===== src/rtl/riscv_pkg.sv =====
// Shared constants and types for the RISC-V fetch stage.
// Holds the NOP encoding, the default reset PC, the IF/ID state encoding
// and the PC increment helper.
package riscv_pkg;

  // Canonical NOP (addi x0, x0, 0), used as the IF/ID bubble instruction
  localparam logic [31:0] NOP_INSTR        = 32'h0000_0013;
  localparam logic [31:0] DEFAULT_RESET_PC = 32'h0000_0000;
  localparam logic [31:0] PC_STEP          = 32'd4;

  // IF/ID occupancy: BUBBLE means ValidD=0, VALID means a real instruction
  typedef enum logic [0:0] {
    FETCH_BUBBLE = 1'b0,
    FETCH_VALID  = 1'b1
  } fetch_state_e;

  // Sequential next PC; wraps modulo 2^32
  function automatic logic [31:0] pc_plus4(input logic [31:0] pc);
    return pc + PC_STEP;
  endfunction

endpackage


===== src/rtl/if_id_reg.sv =====
// IF/ID pipeline register with stall (hold) and flush (bubble load).
// Flush has priority over stall. Occupancy is tracked as a two-state FSM.
module if_id_reg
  import riscv_pkg::*;
(
  input  logic        clk,
  input  logic        rst_n,
  input  logic        stall,
  input  logic        flush,
  input  logic [31:0] instr_f,
  input  logic [31:0] pc_f,
  input  logic [31:0] pc_plus4_f,
  output logic [31:0] instr_d,
  output logic [31:0] pc_d,
  output logic [31:0] pc_plus4_d,
  output logic        valid_d
);

  fetch_state_e state_r;
  fetch_state_e state_next_s;
  logic [31:0]  instr_r;
  logic [31:0]  pc_r;
  logic [31:0]  pc_plus4_r;

  // Occupancy state register
  always_ff @(posedge clk or negedge rst_n) begin
    if (!rst_n) begin
      state_r <= FETCH_BUBBLE;
    end else begin
      state_r <= state_next_s;
    end
  end

  // Next occupancy: flush empties, an unstalled capture fills, else hold
  always_comb begin
    state_next_s = state_r;
    case (state_r)
      FETCH_BUBBLE: begin
        if (flush) begin
          state_next_s = FETCH_BUBBLE;
        end else if (!stall) begin
          state_next_s = FETCH_VALID;
        end else begin
          state_next_s = FETCH_BUBBLE;
        end
      end
      FETCH_VALID: begin
        if (flush) begin
          state_next_s = FETCH_BUBBLE;
        end else begin
          state_next_s = FETCH_VALID;
        end
      end
      default: state_next_s = FETCH_BUBBLE;
    endcase
  end

  // Payload register: bubble on reset/flush, capture when not stalled
  always_ff @(posedge clk or negedge rst_n) begin
    if (!rst_n) begin
      instr_r    <= NOP_INSTR;
      pc_r       <= 32'h0000_0000;
      pc_plus4_r <= 32'h0000_0000;
    end else if (flush) begin
      instr_r    <= NOP_INSTR;
      pc_r       <= 32'h0000_0000;
      pc_plus4_r <= 32'h0000_0000;
    end else if (!stall) begin
      instr_r    <= instr_f;
      pc_r       <= pc_f;
      pc_plus4_r <= pc_plus4_f;
    end else begin
      instr_r    <= instr_r;
      pc_r       <= pc_r;
      pc_plus4_r <= pc_plus4_r;
    end
  end

  assign instr_d    = instr_r;
  assign pc_d       = pc_r;
  assign pc_plus4_d = pc_plus4_r;
  assign valid_d    = (state_r == FETCH_VALID);

endmodule


===== src/rtl/fetch_stage.sv =====
// RISC-V fetch stage: PC register, PC+4 adder and IF/ID register.
// Optional macro FETCH_PERF_CNT_EN adds StallCntF / FlushCntD counters.
module fetch_stage
  import riscv_pkg::*;
#(
  parameter logic [31:0] RESET_PC = DEFAULT_RESET_PC,
  parameter int unsigned CNT_W    = 32
) (
  input  logic             clk,
  input  logic             rst_n,
  input  logic [31:0]      PCFp,
  input  logic             StallF,
  input  logic             StallD,
  input  logic             FlushD,
  input  logic [31:0]      InstrF,
  output logic [31:0]      PCF,
  output logic [31:0]      PCPlus4F,
  output logic [31:0]      InstrD,
  output logic [31:0]      PCD,
  output logic [31:0]      PCPlus4D,
  output logic             ValidD
`ifdef FETCH_PERF_CNT_EN
  ,
  output logic [CNT_W-1:0] StallCntF,
  output logic [CNT_W-1:0] FlushCntD
`endif
);

  logic [31:0] pc_r;

  // A zero-width counter is meaningless; this empty block only exists to
  // make an out-of-range CNT_W visible in the elaborated hierarchy.
  if (CNT_W < 1) begin : g_cnt_w_out_of_range
  end

  // Fetch PC register: load next PC unless fetch is stalled
  always_ff @(posedge clk or negedge rst_n) begin
    if (!rst_n) begin
      pc_r <= RESET_PC;
    end else if (!StallF) begin
      pc_r <= PCFp;
    end else begin
      pc_r <= pc_r;
    end
  end

  assign PCF      = pc_r;
  assign PCPlus4F = pc_plus4(pc_r);

  if_id_reg u_if_id_reg (
    .clk        (clk),
    .rst_n      (rst_n),
    .stall      (StallD),
    .flush      (FlushD),
    .instr_f    (InstrF),
    .pc_f       (pc_r),
    .pc_plus4_f (PCPlus4F),
    .instr_d    (InstrD),
    .pc_d       (PCD),
    .pc_plus4_d (PCPlus4D),
    .valid_d    (ValidD)
  );

`ifdef FETCH_PERF_CNT_EN
  logic [CNT_W-1:0] stall_cnt_r;
  logic [CNT_W-1:0] flush_cnt_r;

  // Performance counters: one count per stalled / flushed edge, wrapping
  always_ff @(posedge clk or negedge rst_n) begin
    if (!rst_n) begin
      stall_cnt_r <= '0;
      flush_cnt_r <= '0;
    end else begin
      stall_cnt_r <= StallF ? (stall_cnt_r + CNT_W'(1)) : stall_cnt_r;
      flush_cnt_r <= FlushD ? (flush_cnt_r + CNT_W'(1)) : flush_cnt_r;
    end
  end

  assign StallCntF = stall_cnt_r;
  assign FlushCntD = flush_cnt_r;
`endif

endmodule

===== config.mk =====
export PLATFORM = sky130hd
export DESIGN_NAME = fetch_stage
export DESIGN_NICKNAME = d
export VERILOG_FILES = /design/src/rtl/riscv_pkg.sv /design/src/rtl/if_id_reg.sv /design/src/rtl/fetch_stage.sv
export SDC_FILE = /design/constraint.sdc
export NUM_CORES = 1
export LEC_CHECK = 0
export BUFFER_PORTS_ARGS = -buffer_cell sky130_fd_sc_hd__buf_2
export CAP_MARGIN = 20
export CORE_UTILIZATION = 49
export DETAILED_ROUTE_END_ITERATION = 7
export PLACE_DENSITY = 0.79
export SLEW_MARGIN = 10
export SYNTH_ARGS = -nofsm -noshare
export SYNTH_HDL_FRONTEND = slang
export SYNTH_HIERARCHICAL = 1
export SYNTH_SLANG_ARGS = --single-unit

===== constraint.sdc =====
create_clock -name clk -period 2.5 [get_ports clk]
set_clock_uncertainty 0.1 [all_clocks]
set_input_delay 0 -clock clk [delete_from_list [all_inputs] [get_ports clk]]
set_output_delay 0 -clock clk [all_outputs]
set_load 0.1 [all_outputs]

Word-level counts from Yosys, hierarchy flattened
Cells that the tools add are included.

operators by class
  $add $sub $neg = 1
  equal/unequal tests = 1
  mux-type cells = 10
  bitwise operators = 1

operator list
  cell                     number
  $mux W32                 6
  $add A32 B3 Y32 const B  1
  $mux W1                  3
  $ne A2 B1 Y1 const B     1
  $pmux W1 S2              1
  $not A1 Y1               1

word-level totals
  flip-flop bits (word level) = 129
  bits of input ports = 69
  output and inout port bits = 161
  word-level logic and storage cells = 18

Longest topological paths before layout
  word-level depth = 3
  mapped depth = 7
  depth with buffers taken out = 7

Modules after synthesis
The synthesis kept the hierarchy.

modules (own cells, without submodules)
  module       instances  cells an instance  area an instance (um^2)  seq. area each (um^2)
  if_id_reg    1          313                3,925.0                  2,431.1
  fetch_stage  1          149                1,756.7                  800.8

Worst setup path before layout
No wires, ideal clock.

  kind = reg-to-reg
  start = register pc_r[2], in the netlist PCF[2]
  end = register u_if_id_reg.pc_plus4_r[24], in the netlist u_if_id_reg/pc_plus4_d[24]
  setup time = 0.080 ns
  data arrival time = 4.011 ns
  required time = 2.320 ns
  slack = -1.691 ns
  cell stages (with the launch flop) = 8
  buffers on the path = 0
  clock period less this slack = 4.191 ns
  cells stage by stage = dfrtp_1 > ha_1 > nand3_1 > nor4_4 > nand4_1 > xnor2_1 > mux2i_1 > nor2_1

between the ends
  cells in the longest elaborated chain, start to end = 3

RTL lines
  element                 RTL line           RTL
  start, declared         fetch_stage.sv:29  logic [31:0] pc_r;
  start signal, assigned  fetch_stage.sv:41  pc_r <= PCFp;
  start signal, assigned  fetch_stage.sv:43  pc_r <= pc_r;
  $add A32 B3 Y32         riscv_pkg.sv:19    return pc + PC_STEP;
  net PCPlus4F[24]        fetch_stage.sv:17  output logic [31:0] PCPlus4F,
  $mux W32                if_id_reg.sv:68    end else if (!stall) begin
  $mux W32                if_id_reg.sv:64    end else if (flush) begin
  end signal, assigned    if_id_reg.sv:71    pc_plus4_r <= pc_plus4_f;
  end signal, assigned    if_id_reg.sv:75    pc_plus4_r <= pc_plus4_r;
  end, declared           if_id_reg.sv:23    logic [31:0] pc_plus4_r;

The timed path passes the listed nets, and every way through them passes these cells. The select of a mux whose other input is x is not followed.
A chain may end at the register's enable or synchronous reset.

Worst setup path in the final report
  start = register pc_r[7], in the netlist PCF[7]
  end = output port PCPlus4F[28]

between the ends
  cells in the longest elaborated chain, start to end = 1

RTL lines
  element          RTL line
  $add A32 B3 Y32  riscv_pkg.sv:19
  end, declared    fetch_stage.sv:17

Every way passes these cells.

==> qor.txt <==
synthesis-stage register bit count = 129
status = finished clean
CP startpoint kind = register
later-pin clock latency in the skew report = 0.42 ns
asr flop ratio synth = 100%
CP endpoint kind = output pin
register share of total power = 32.3%
Final Power = 7.69 mW
Core Area = 11100 µm²
initial core utilization = 51.3%
Mean Syn Cell Area = 12.3 µm²
final WL = 16800 µm
CTS max path bufs = 2
Crit Path Max Fanout = 8
initial antenna violation count = 0
DR WL/cell = 18.6 µm
drt pass-1 iters = 5
CTS tree = yes
FF/Latch Area = 3300 µm²
largest area contributor in the netlist = dfrtp_1
top cells by area, synth = dfrtp_1 (55%), mux2i_1 (16%), nor2_1 (6.5%), mux2_2 (5.2%), xnor2_1 (3.1%)
Net Switching = 3.17 mW
DIE AREA = 12000 µm²
Die W = 110 µm
number of synthesized flops with an enable pin = 0
initial drt markers = 241
Worst Hold Slack = 0.0114 ns
chip height = 110 µm
post-synth top area share = 55.5%
ANT cells = 0
Setup Fix Bufs, Post-CTS = 0
max-cap check violation count = 0
fin crit period = 2.43 ns
Via density = 5.22
Max Fclk = 412 MHz
Pwr Density = 853 nW/µm²
Final Instance Area = 9010 µm²
# setup viols final = 0
P_leak = 4.58 nW
largest net degree at the start of global routing = 98
HPWL after detailed placement = 10300 µm
GPL Wtd Cong = 0.803
crit path kind = register to output pin
Pint = 4.52 mW
Remaining Overflow, GRT = 0
clock root cell = clkbuf_16
I/O Buffers = 229
Final Hold Fails = 0
layout cell share with drive strength beyond 1 = 47.8%
Util after Layout = 81.4%
Slew headroom = 29.5%
multi-input logic area = 2760 µm²
Final Slew Violations = 0
DRC viols = 0
Post-Syn Instances = 462
Layout fillers = 637
worst path required time = 2.40 ns
worst hold path class = input pin to asynchronous set/reset pin
P&R area growth vs syn = 58.7%
VDD IR max = 0.613 mV
Net count, final = 823
final critical-path share of the clock period = 97.0%
Antenna Nets Post-Route = 0
Ys Warns = 6
global-route usage over all layers = 29.0%
H-tree depth = 4
sequential area share after synthesis = 56.9%
synth unique cells = 31
Synth Flop Type = dfrtp_1
arrival time at the worst endpoint = 2.33 ns
clock slew at reported path FFs = 0.06 ns
post-place instance area = 7740 µm²
share of power burned in combinational logic = 34.8%
syn nets = 532
via count = 4732
vias in the first global route = 4881
Net Sw Frac = 41.2%
first-pass GRT wire length = 25600 µm
mapped cell area = 5680 µm²
setup TNS = 0 ns
# placed instances = 809
Core Rows = 38
Clock power frac = 32.9%
pre-CTS setup slack = 0.343 ns
CTS sink count = 129
CTS Buf Count = 17
setup ws final = 0.0739 ns
IO Count = 230
Layout Cells excl Fill = 906
Least-Margin Pin Slew = 1.06 ns
## flip-flops by register name (all words and copies together) (netlist names)
signal,cells
PCF,32
u_if_id_reg/instr_d,32
u_if_id_reg/pc_d,32
u_if_id_reg/pc_plus4_d,32
u_if_id_reg/valid_d,1
## logic make-up (layout without fill, tap and decap cells)
logic type                 count (synthesis)  count (layout)  synth area share, %
and+or+nand+nor                          143             143                 11.7
DFF                                      129             129                 56.9
muxes                                    125             125                 22.7
buffers and inverters                     32             336                 3.61
xor gates and xnor gates                  28              28                 4.32
AOI/OAI and AO/OA                          4               4                0.551
adders and majority gates                  1               1                0.220
## worst paths after layout
check	from	slack (ns)	depth (start not counted)	end
setup reg to reg	PCF[7]	0.37	7	u_if_id_reg/pc_plus4_d[28]
min in group clk	StallD	0.06	3	u_if_id_reg/pc_plus4_d[11]
max in group asynchronous	rst_n	1.38	3	PCF[2]
hold / removal	rst_n	0.01	2	u_if_id_reg/pc_plus4_d[10]
setup / recovery	PCF[7]	0.07	6	PCPlus4F[28]
hold reg to reg	u_if_id_reg/pc_plus4_d[11]	0.42	2	u_if_id_reg/pc_plus4_d[11]
## synth_stat cells (2+ instances only)
| master | instances |
|---|---|
| dfrtp_1 | 126 |
| nor2_1 | 98 |
| mux2i_1 | 93 |
| mux2_2 | 26 |
| xnor2_1 | 20 |
| nand3_1 | 12 |
| clkbuf_1 | 10 |
| buf_4 | 9 |
| nand2_1 | 8 |
| xor2_1 | 8 |
| nand4_1 | 7 |
| mux2_1 | 6 |
| a211o_1 | 3 |
| and3_1 | 3 |
| buf_1 | 3 |
| buf_8 | 3 |
| dfstp_2 | 3 |
| inv_1 | 3 |
| nor2b_1 | 3 |
| nor3_1 | 3 |
| and4_1 | 2 |
| buf_2 | 2 |
| buf_6 | 2 |
| nor4_4 | 2 |
## repair_timing
| action | CTS | global route |
|---|---|---|
| resized for setup | 2 | 3 |
| endpoints found under the hold margin | 157 | 0 |
| endpoints found under the setup margin | 2 | 7 |
| hold buffers | 65 | 0 |
| pin swaps | 0 | 5 |
## placed cells by master, fill, tap and decap left out, drive strengths merged, types with 2 or more instances in the layout
cell type,netlist,layout
a211o,3,3
and3,3,3
and4,2,2
buf,19,236
bufinv,0,3
clkbuf,10,22
clkinv,0,4
clkinvlp,0,3
dfrtp,126,126
dfstp,3,3
dlygate4sd3,0,65
inv,3,3
mux2,32,32
mux2i,93,93
nand2,8,8
nand3,13,13
nand4,8,8
nor2,98,98
nor2b,3,3
nor3,3,3
nor4,2,2
or2,2,2
xnor2,20,20
xor2,8,8
## critical path, stage by stage, from the launching register on
cell and delay, ns:
dfrtp_4 0.48, nand3_2 0.19, nor4_4 0.34, buf_6 0.18, nand4_1 0.25, xnor2_4 0.26
buf_12 0.20
## final cells by class
cell class / instances / area share [%]
clock buffer: 22 / 5.26
clock inverter: 10 / 1.47
inverter: 3 / 0.125
multi-input combinational: 301 / 30.6
sequential: 129 / 36.7
tap: 140 / 1.94
timing repair buffer: 301 / 24.0
## metal layers
layer,vias up,track usage [%],part of all wire (%)
li1,2154,-,-
met1,2346,33.5,40
met2,193,51.1,52
met3,39,6.05,4.9
met4,0,14.5,3.4
met5,-,0,0
## power by group through the flow
stage	Clock, mW	Combinational [mW]	Sequential, mW
2_1_floorplan	0	0.893	3.66
3_3_place_gp	0	2.56	2.49
3_5_place_dp	0	2.58	2.51
4_1_cts	2.56	2.66	2.47
5_1_grt	2.66	2.76	2.51
6_report	2.53	2.67	2.48
(Power assumes the default switching activity.)
